## src/rtl/if_id_skid_register_if.sv

```systemverilog
// Fetch-to-decode bus: the IF response channel with its issue-ready back-pressure,
// plus the registered ID slot presented to decode and the ID/EX register.
interface if_id_skid_register_if #(
    parameter int XLEN = 32
);
    logic            IF_valid;
    logic [XLEN-1:0] IF_pc;
    logic [XLEN-1:0] IF_pc_plus_4;
    logic [31:0]     IF_instruction;
    logic            IF_branch_estimation;
    logic            fetch_ready;

    logic            ID_valid;
    logic [XLEN-1:0] ID_pc;
    logic [XLEN-1:0] ID_pc_plus_4;
    logic [31:0]     ID_instruction;
    logic            ID_branch_estimation;

    // Fetch/decode environment side.
    modport master (
        output IF_valid, IF_pc, IF_pc_plus_4, IF_instruction, IF_branch_estimation,
        input  fetch_ready,
        input  ID_valid, ID_pc, ID_pc_plus_4, ID_instruction, ID_branch_estimation
    );

    // Pipeline register side.
    modport slave (
        input  IF_valid, IF_pc, IF_pc_plus_4, IF_instruction, IF_branch_estimation,
        output fetch_ready,
        output ID_valid, ID_pc, ID_pc_plus_4, ID_instruction, ID_branch_estimation
    );
endinterface

```

## src/rtl/if_id_skid_register.sv

```systemverilog
// IF/ID pipeline register with a skid FIFO that absorbs the one-cycle-late
// instruction memory response during stalls, and drops wrong-path responses after a flush.
module if_id_skid_register #(
    parameter int XLEN  = 32,
    parameter int DEPTH = 2
) (
    input  logic                  clk,
    input  logic                  reset,
    input  logic                  flush,
    input  logic                  pipeline_stall,
    if_id_skid_register_if.slave  bus,
    output logic                  overflow_error
);
    localparam int PTR_W = $clog2(DEPTH);
    localparam int CNT_W = $clog2(DEPTH + 1);
    localparam logic [CNT_W-1:0] CNT_FULL  = CNT_W'(DEPTH);
    localparam logic [CNT_W-1:0] CNT_READY = CNT_W'(DEPTH - 1);

    typedef struct packed {
        logic [XLEN-1:0] pc;
        logic [XLEN-1:0] pc_plus_4;
        logic [31:0]     instruction;
        logic            branch_estimation;
    } entry_t;

    localparam entry_t BUBBLE = '{pc: '0, pc_plus_4: '0, instruction: 32'h0000_0013,
                                  branch_estimation: 1'b0};

    entry_t             id_q, id_d;
    logic               id_valid_q, id_valid_d;
    entry_t             mem_q [DEPTH];
    entry_t             mem_d [DEPTH];
    logic [PTR_W-1:0]   wr_ptr_q, wr_ptr_d;
    logic [PTR_W-1:0]   rd_ptr_q, rd_ptr_d;
    logic [CNT_W-1:0]   count_q, count_d;
    logic               drop_next_q, drop_next_d;
    logic               overflow_q, overflow_d;

    entry_t in_entry;
    logic   in_valid;

    function automatic logic [PTR_W-1:0] next_ptr(input logic [PTR_W-1:0] p);
        return (p == PTR_W'(DEPTH - 1)) ? '0 : p + PTR_W'(1);
    endfunction

    assign in_entry = '{pc: bus.IF_pc, pc_plus_4: bus.IF_pc_plus_4,
                        instruction: bus.IF_instruction,
                        branch_estimation: bus.IF_branch_estimation};
    // The response that follows a flush belongs to the squashed path.
    assign in_valid = bus.IF_valid & ~drop_next_q;

    always_comb begin
        // NOTE: every signal gets a hold/default value first so no path infers a latch.
        id_d        = id_q;
        id_valid_d  = id_valid_q;
        mem_d       = mem_q;
        wr_ptr_d    = wr_ptr_q;
        rd_ptr_d    = rd_ptr_q;
        count_d     = count_q;
        overflow_d  = overflow_q;
        drop_next_d = flush;

        if (flush) begin
            id_d       = BUBBLE;
            id_valid_d = 1'b0;
            count_d    = '0;
            wr_ptr_d   = '0;
            rd_ptr_d   = '0;
        end else if (pipeline_stall) begin
            if (in_valid) begin
                if (count_q < CNT_FULL) begin
                    mem_d[wr_ptr_q] = in_entry;
                    wr_ptr_d        = next_ptr(wr_ptr_q);
                    count_d         = count_q + CNT_W'(1);
                end else begin
                    overflow_d = 1'b1;
                end
            end
        end else if (count_q != '0) begin
            // Pop the head; a same-cycle arrival refills behind it, leaving count unchanged.
            id_d       = mem_q[rd_ptr_q];
            id_valid_d = 1'b1;
            rd_ptr_d   = next_ptr(rd_ptr_q);
            if (in_valid) begin
                mem_d[wr_ptr_q] = in_entry;
                wr_ptr_d        = next_ptr(wr_ptr_q);
            end else begin
                count_d = count_q - CNT_W'(1);
            end
        end else if (in_valid) begin
            id_d       = in_entry;
            id_valid_d = 1'b1;
        end else begin
            id_d       = BUBBLE;
            id_valid_d = 1'b0;
        end
    end

    // NOTE: sequential state is updated only with non-blocking assignments.
    always_ff @(posedge clk) begin
        if (reset) begin
            id_q        <= BUBBLE;
            id_valid_q  <= 1'b0;
            wr_ptr_q    <= '0;
            rd_ptr_q    <= '0;
            count_q     <= '0;
            drop_next_q <= 1'b0;
            overflow_q  <= 1'b0;
        end else begin
            id_q        <= id_d;
            id_valid_q  <= id_valid_d;
            wr_ptr_q    <= wr_ptr_d;
            rd_ptr_q    <= rd_ptr_d;
            count_q     <= count_d;
            drop_next_q <= drop_next_d;
            overflow_q  <= overflow_d;
        end
    end

    // NOTE: FIFO storage is not reset; count_q alone decides which entries are live.
    always_ff @(posedge clk) begin
        mem_q <= mem_d;
    end

    assign bus.fetch_ready          = (count_q < CNT_READY);
    assign bus.ID_valid             = id_valid_q;
    assign bus.ID_pc                = id_q.pc;
    assign bus.ID_pc_plus_4         = id_q.pc_plus_4;
    assign bus.ID_instruction       = id_q.instruction;
    assign bus.ID_branch_estimation = id_q.branch_estimation;
    assign overflow_error           = overflow_q;
endmodule
```

## src/flat_wrapper.sv

```systemverilog
// flat-port wrapper written by rule: the top's interface ports become plain ports
module if_id_skid_register_flat 
#(
    parameter int XLEN  = 32,
    parameter int DEPTH = 2
)
  (clk, reset, flush, pipeline_stall, overflow_error, bus_IF_valid, bus_IF_pc, bus_IF_pc_plus_4, bus_IF_instruction, bus_IF_branch_estimation, bus_fetch_ready, bus_ID_valid, bus_ID_pc, bus_ID_pc_plus_4, bus_ID_instruction, bus_ID_branch_estimation);
  if_id_skid_register_if #(.XLEN(XLEN)) bus_i ();
  input  logic clk;
  input  logic reset;
  input  logic flush;
  input  logic pipeline_stall;
  output logic overflow_error;
  input wire logic [$bits(bus_i.IF_valid)-1:0] bus_IF_valid;
  input wire logic [$bits(bus_i.IF_pc)-1:0] bus_IF_pc;
  input wire logic [$bits(bus_i.IF_pc_plus_4)-1:0] bus_IF_pc_plus_4;
  input wire logic [$bits(bus_i.IF_instruction)-1:0] bus_IF_instruction;
  input wire logic [$bits(bus_i.IF_branch_estimation)-1:0] bus_IF_branch_estimation;
  output wire logic [$bits(bus_i.fetch_ready)-1:0] bus_fetch_ready;
  output wire logic [$bits(bus_i.ID_valid)-1:0] bus_ID_valid;
  output wire logic [$bits(bus_i.ID_pc)-1:0] bus_ID_pc;
  output wire logic [$bits(bus_i.ID_pc_plus_4)-1:0] bus_ID_pc_plus_4;
  output wire logic [$bits(bus_i.ID_instruction)-1:0] bus_ID_instruction;
  output wire logic [$bits(bus_i.ID_branch_estimation)-1:0] bus_ID_branch_estimation;
  assign bus_i.IF_valid = bus_IF_valid;
  assign bus_i.IF_pc = bus_IF_pc;
  assign bus_i.IF_pc_plus_4 = bus_IF_pc_plus_4;
  assign bus_i.IF_instruction = bus_IF_instruction;
  assign bus_i.IF_branch_estimation = bus_IF_branch_estimation;
  assign bus_fetch_ready = bus_i.fetch_ready;
  assign bus_ID_valid = bus_i.ID_valid;
  assign bus_ID_pc = bus_i.ID_pc;
  assign bus_ID_pc_plus_4 = bus_i.ID_pc_plus_4;
  assign bus_ID_instruction = bus_i.ID_instruction;
  assign bus_ID_branch_estimation = bus_i.ID_branch_estimation;
  if_id_skid_register #(.XLEN(XLEN), .DEPTH(DEPTH)) u_core (.clk(clk), .reset(reset), .flush(flush), .pipeline_stall(pipeline_stall), .bus(bus_i), .overflow_error(overflow_error));
endmodule
```

## config.mk

```make
export PLATFORM = sky130hd
export DESIGN_NAME = if_id_skid_register_flat
export DESIGN_NICKNAME = d
export VERILOG_FILES = /design/src/rtl/if_id_skid_register_if.sv /design/src/rtl/if_id_skid_register.sv /design/src/flat_wrapper.sv
export SDC_FILE = /design/constraint.sdc
export NUM_CORES = 1
export LEC_CHECK = 0
export BUFFER_PORTS_ARGS = -buffer_cell sky130_fd_sc_hd__buf_2
export CAP_MARGIN = 20
export CORE_MARGIN = 2
export CORE_UTILIZATION = 33
export CTS_CLUSTER_SIZE = 25
export DETAILED_ROUTE_END_ITERATION = 10
export HOLD_SLACK_MARGIN = 0.1
export SLEW_MARGIN = 20
export SYNTH_ARGS = -nofsm -noshare
export SYNTH_HDL_FRONTEND = slang
export SYNTH_SLANG_ARGS = --single-unit
export TNS_END_PERCENT = 1
```

## constraint.sdc

```tcl
create_clock -name clk -period 28.4 [get_ports clk]
set_input_delay 5.68 -clock clk [delete_from_list [all_inputs] [get_ports clk]]
set_output_delay 5.68 -clock clk [all_outputs]
set_load 0.05 [all_outputs]
```

==> run_results.csv <==
group,metric,value,unit
route,met2_length,11.4,mm
floorplan,core_area,32500,um^2
route,ant_nets,0,
clock_network,cts.clk_slew.worst_paths,60,ps
power_and_ir_drop,p_clk_frac,0.434,
floorplan,die_x,186,um
power_and_ir_drop,total_power,0.000932,W
route,wl,23.2,mm
synthesis,synth.avg_cell_area,16.1,um^2
synthesis,synth_ff_type,"edfxtp_1",
power_and_ir_drop,p_seq_frac,0.510,
timing,rsz0062_at_grt,"no",
timing,tightest_slew,1050,ps
synthesis,yosys.area.top_type,"edfxtp_1",
clock_network,cts_sinks,298,
timing,clock_skew,15.3,ps
timing,hold_violations,0,
setup_path,cp.arrival,8100,ps
setup_path,critPathRequiredTime,28570,ps
global_route,grt_pass1_vias,6409,
synthesis,synth.most_common_cell,"edfxtp_1",
timing,period_needed,7940,ps
global_route,grt_use_total,0.133,
floorplan,io_pins,202,
finish,fin_nets,978,
setup_path,setup.worst_path.class,"in -> reg",
flow_run,drv_cap,0,
floorplan,fp.dieH,186,um
synthesis,synthArstFlopShare,0,
synthesis,synth_seq_area_share,0.727,
setup_path,start_kind,"primary input",
clock_network,post_cts_hold_buffer_count,0,
route,post_drt_wl_per_cell,17.3,um
timing,max_freq,0.126,GHz
route,dr_total_vias,6414,
setup_path,critPathSlowestCell,"buf_4",
floorplan,initial_core_util,0.335,
route,viasPerCell,4.79,
floorplan,rows,66,
synthesis,netlist_top_cells_area,"edfxtp_1 54%, dfxtp_1 19%, mux2i_1 8.9%",
worst_hold_path,hp-class,"reg -> reg",
power_and_ir_drop,internal_power,0.000732,W
synthesis,yosys_warnings,0,
synthesis,synth_area,10900,um^2
timing,max-slew-margin-rel,0.300,
synthesis,synth.top_cell.area_share,0.536,
setup_path,cpPeakStageDelay,700,ps
synthesis,synth_edf_count,194,
synthesis,synth.distinct_cells,31,
setup_path,path_max_fanout,57,
power_and_ir_drop,pwr-share-comb,0.056,
route,drcViolationCount,0,
synthesis,ys_seq_elements,298,
timing,finalSetupTns,0,ps
clock_network,cts_buffers,31,
floorplan,dieArea,34400,um^2
global_route,antenna_found_initial,3,
global_route,overflow,0,
setup_path,path_common_cell,"buf_4",
power_and_ir_drop,p_sw_frac,0.214,
timing,slew_viol_final,0,
power_and_ir_drop,p_switching,0.000200,W
power_and_ir_drop,power_density,69.9,nW/um^2
clock_network,cts_root_buf,"clkbuf_16",
route,routed.top_layer,"met5",
clock_network,clock_path_buffers,3,
clock_network,htreeDepth,1,
place,hpwl,13.8,mm
place,port_buffers,201,
run_status,status,"finished, final reports clean",
global_route,grt_max_degree,78,
timing,setup_viol,0,
route,drt_iter0_markers,284,
clock_network,post-cts-setup-buffers,0,
clock_network,cts_tree,"done",
route,drt-pass1-iter-count,4,
route,met3_wirelength,1.30,mm
finish,final_core_util,0.411,
timing,finalCritPeriodShare,0.279,
synthesis,synth_commonest_cells,"194 x edfxtp_1, 104 x dfxtp_1, 97 x mux2i_1",
place,gp_congestion,0.761,
global_route,grt_pass1_wl,35.6,mm
clock_network,ctsResizeCount,0,
setup_path,crit_chain,"buf_2, mux2_2, or2_2, nor3_2, buf_4, buf_4",
power_and_ir_drop,ir_drop,0.0428,mV
finish,drive_gt1_frac,0.370,
synthesis,synthCells,675,
finish,num-fill-cells,3020,
setup_path,cp-end-kind,"register",
clock_network,insertion_delay,540,ps
power_and_ir_drop,leakage,4.86,nW
route,wl_met1,9.85,mm
finish,area_growth,22.6,%
synthesis,synth_nets,780,
critical path, delay by kind of cell:
family	cells	cell delay [ps]
buffers and inverters	3	1440
muxes	1	400
and+or+nand+nor	2	420
flip-flops by register name, summed over array words and instances (netlist names):
| signal | cells |
|---|---|
| u_core.bus.ID_branch_estimation | 1 |
| u_core.bus.ID_instruction | 32 |
| u_core.bus.ID_pc | 32 |
| u_core.bus.ID_pc_plus_4 | 32 |
| u_core.bus.ID_valid | 1 |
| u_core.count_q | 2 |
| u_core.drop_next_q | 1 |
| u_core.mem_q | 194 |
| u_core.overflow_error | 1 |
| u_core.rd_ptr_q | 1 |
| u_core.wr_ptr_q | 1 |
power by group through the flow:
stage / sequential, W / clock, W / combinational [W]
after detailed placement: 0.000485 / 0 / 0.0000532
after global placement: 0.000485 / 0 / 0.0000524
after floorplan: 0.000499 / 0 / 0.0000187
after CTS: 0.000476 / 0.000418 / 0.0000533
final: 0.000476 / 0.000404 / 0.0000523
after global routing: 0.000476 / 0.000433 / 0.0000565
final cells by class:
class                      count  area [um^2]  area share
antenna                        1         2.50    0.000188
multi-input combinational    326         2730       0.204
tap                          442          553      0.0415
clock inverter                14          150      0.0113
inverter                       6         22.5     0.00169
sequential                   298         7910       0.594
timing repair buffer         210         1070      0.0805
clock buffer                  43          891      0.0668
cell usage in the layout (no fill, tap or decap):
cell,Yosys,layout
buf_2,4,201
edfxtp_1,194,194
dfxtp_1,104,103
mux2i_1,97,97
a221o_1,94,94
nor2_2,60,60
nor2_1,37,37
clkbuf_16,0,31
buf_4,1,9
clkbuf_8,0,7
inv_1,6,6
a21oi_1,5,5
clkbuf_1,23,5
clkinv_2,0,5
mux2_2,4,4
o21ai_0,3,3
or3_1,3,3
nand2_1,3,3
o211ai_1,3,3
ha_1,3,3
clkinv_1,0,3
bufinv_16,0,3
nand2b_1,2,2
or2_2,2,2
clkinvlp_4,0,2
diode_2,0,1
nor3_2,1,1
nor3b_2,0,1
and2_4,0,1
nor3_4,0,1
or4_4,1,1
o21a_1,1,1
a21boi_0,1,1
a31oi_1,1,1
nor3b_1,2,1
o221a_2,1,1
clkinv_4,0,1
dfxtp_4,0,1
stage by stage:
| step | cells | cell area (um^2) | hold slack (ps) | setup slack, ps |
|---|---|---|---|---|
| final | 1340 | 13300 | 461 | 20460 |
| after global routing | 1339 | 13300 | 483 | 20290 |
| after CTS | 1339 | 13300 | 460 | 20440 |
| after detailed placement | 1282 | 12300 | 451 | 19850 |
| after global placement | 1282 | 12300 | 447 | 19890 |
| after floorplan | 675 | 10900 | 457 | 14360 |
kinds of logic (layout without fill, tap and decap cells):
| family | after synthesis | in the layout | share of synthesized area |
|---|---|---|---|
| flops | 298 | 298 | 0.727 |
| simple gates | 113 | 113 | 0.0567 |
| compound gates | 109 | 109 | 0.0953 |
| mux | 101 | 101 | 0.0934 |
| buf+inv | 51 | 273 | 0.0240 |
| fa+ha+maj | 3 | 3 | 0.00345 |
| other cells | 0 | 1 | 0 |
layer usage:
metal	global-route usage	vias to the layer above
li1	-	3025
met1	0.168	3157
met2	0.229	189
met3	0.0260	41
met4	0.0406	2
met5	0	-
worst paths after layout:
kind,startpoint,end,slack [ps],cells past startpoint
setup / recovery,pipeline_stall,u_core.mem_q[168],20460,6
hold / removal,u_core.bus.ID_valid,u_core.bus.ID_valid,460,2
setup reg to reg,u_core.count_q[1],u_core.mem_q[168],25080,7
hold reg to reg,u_core.bus.ID_valid,u_core.bus.ID_valid,460,2
Note: power is estimated with default switching activity, not from simulation.
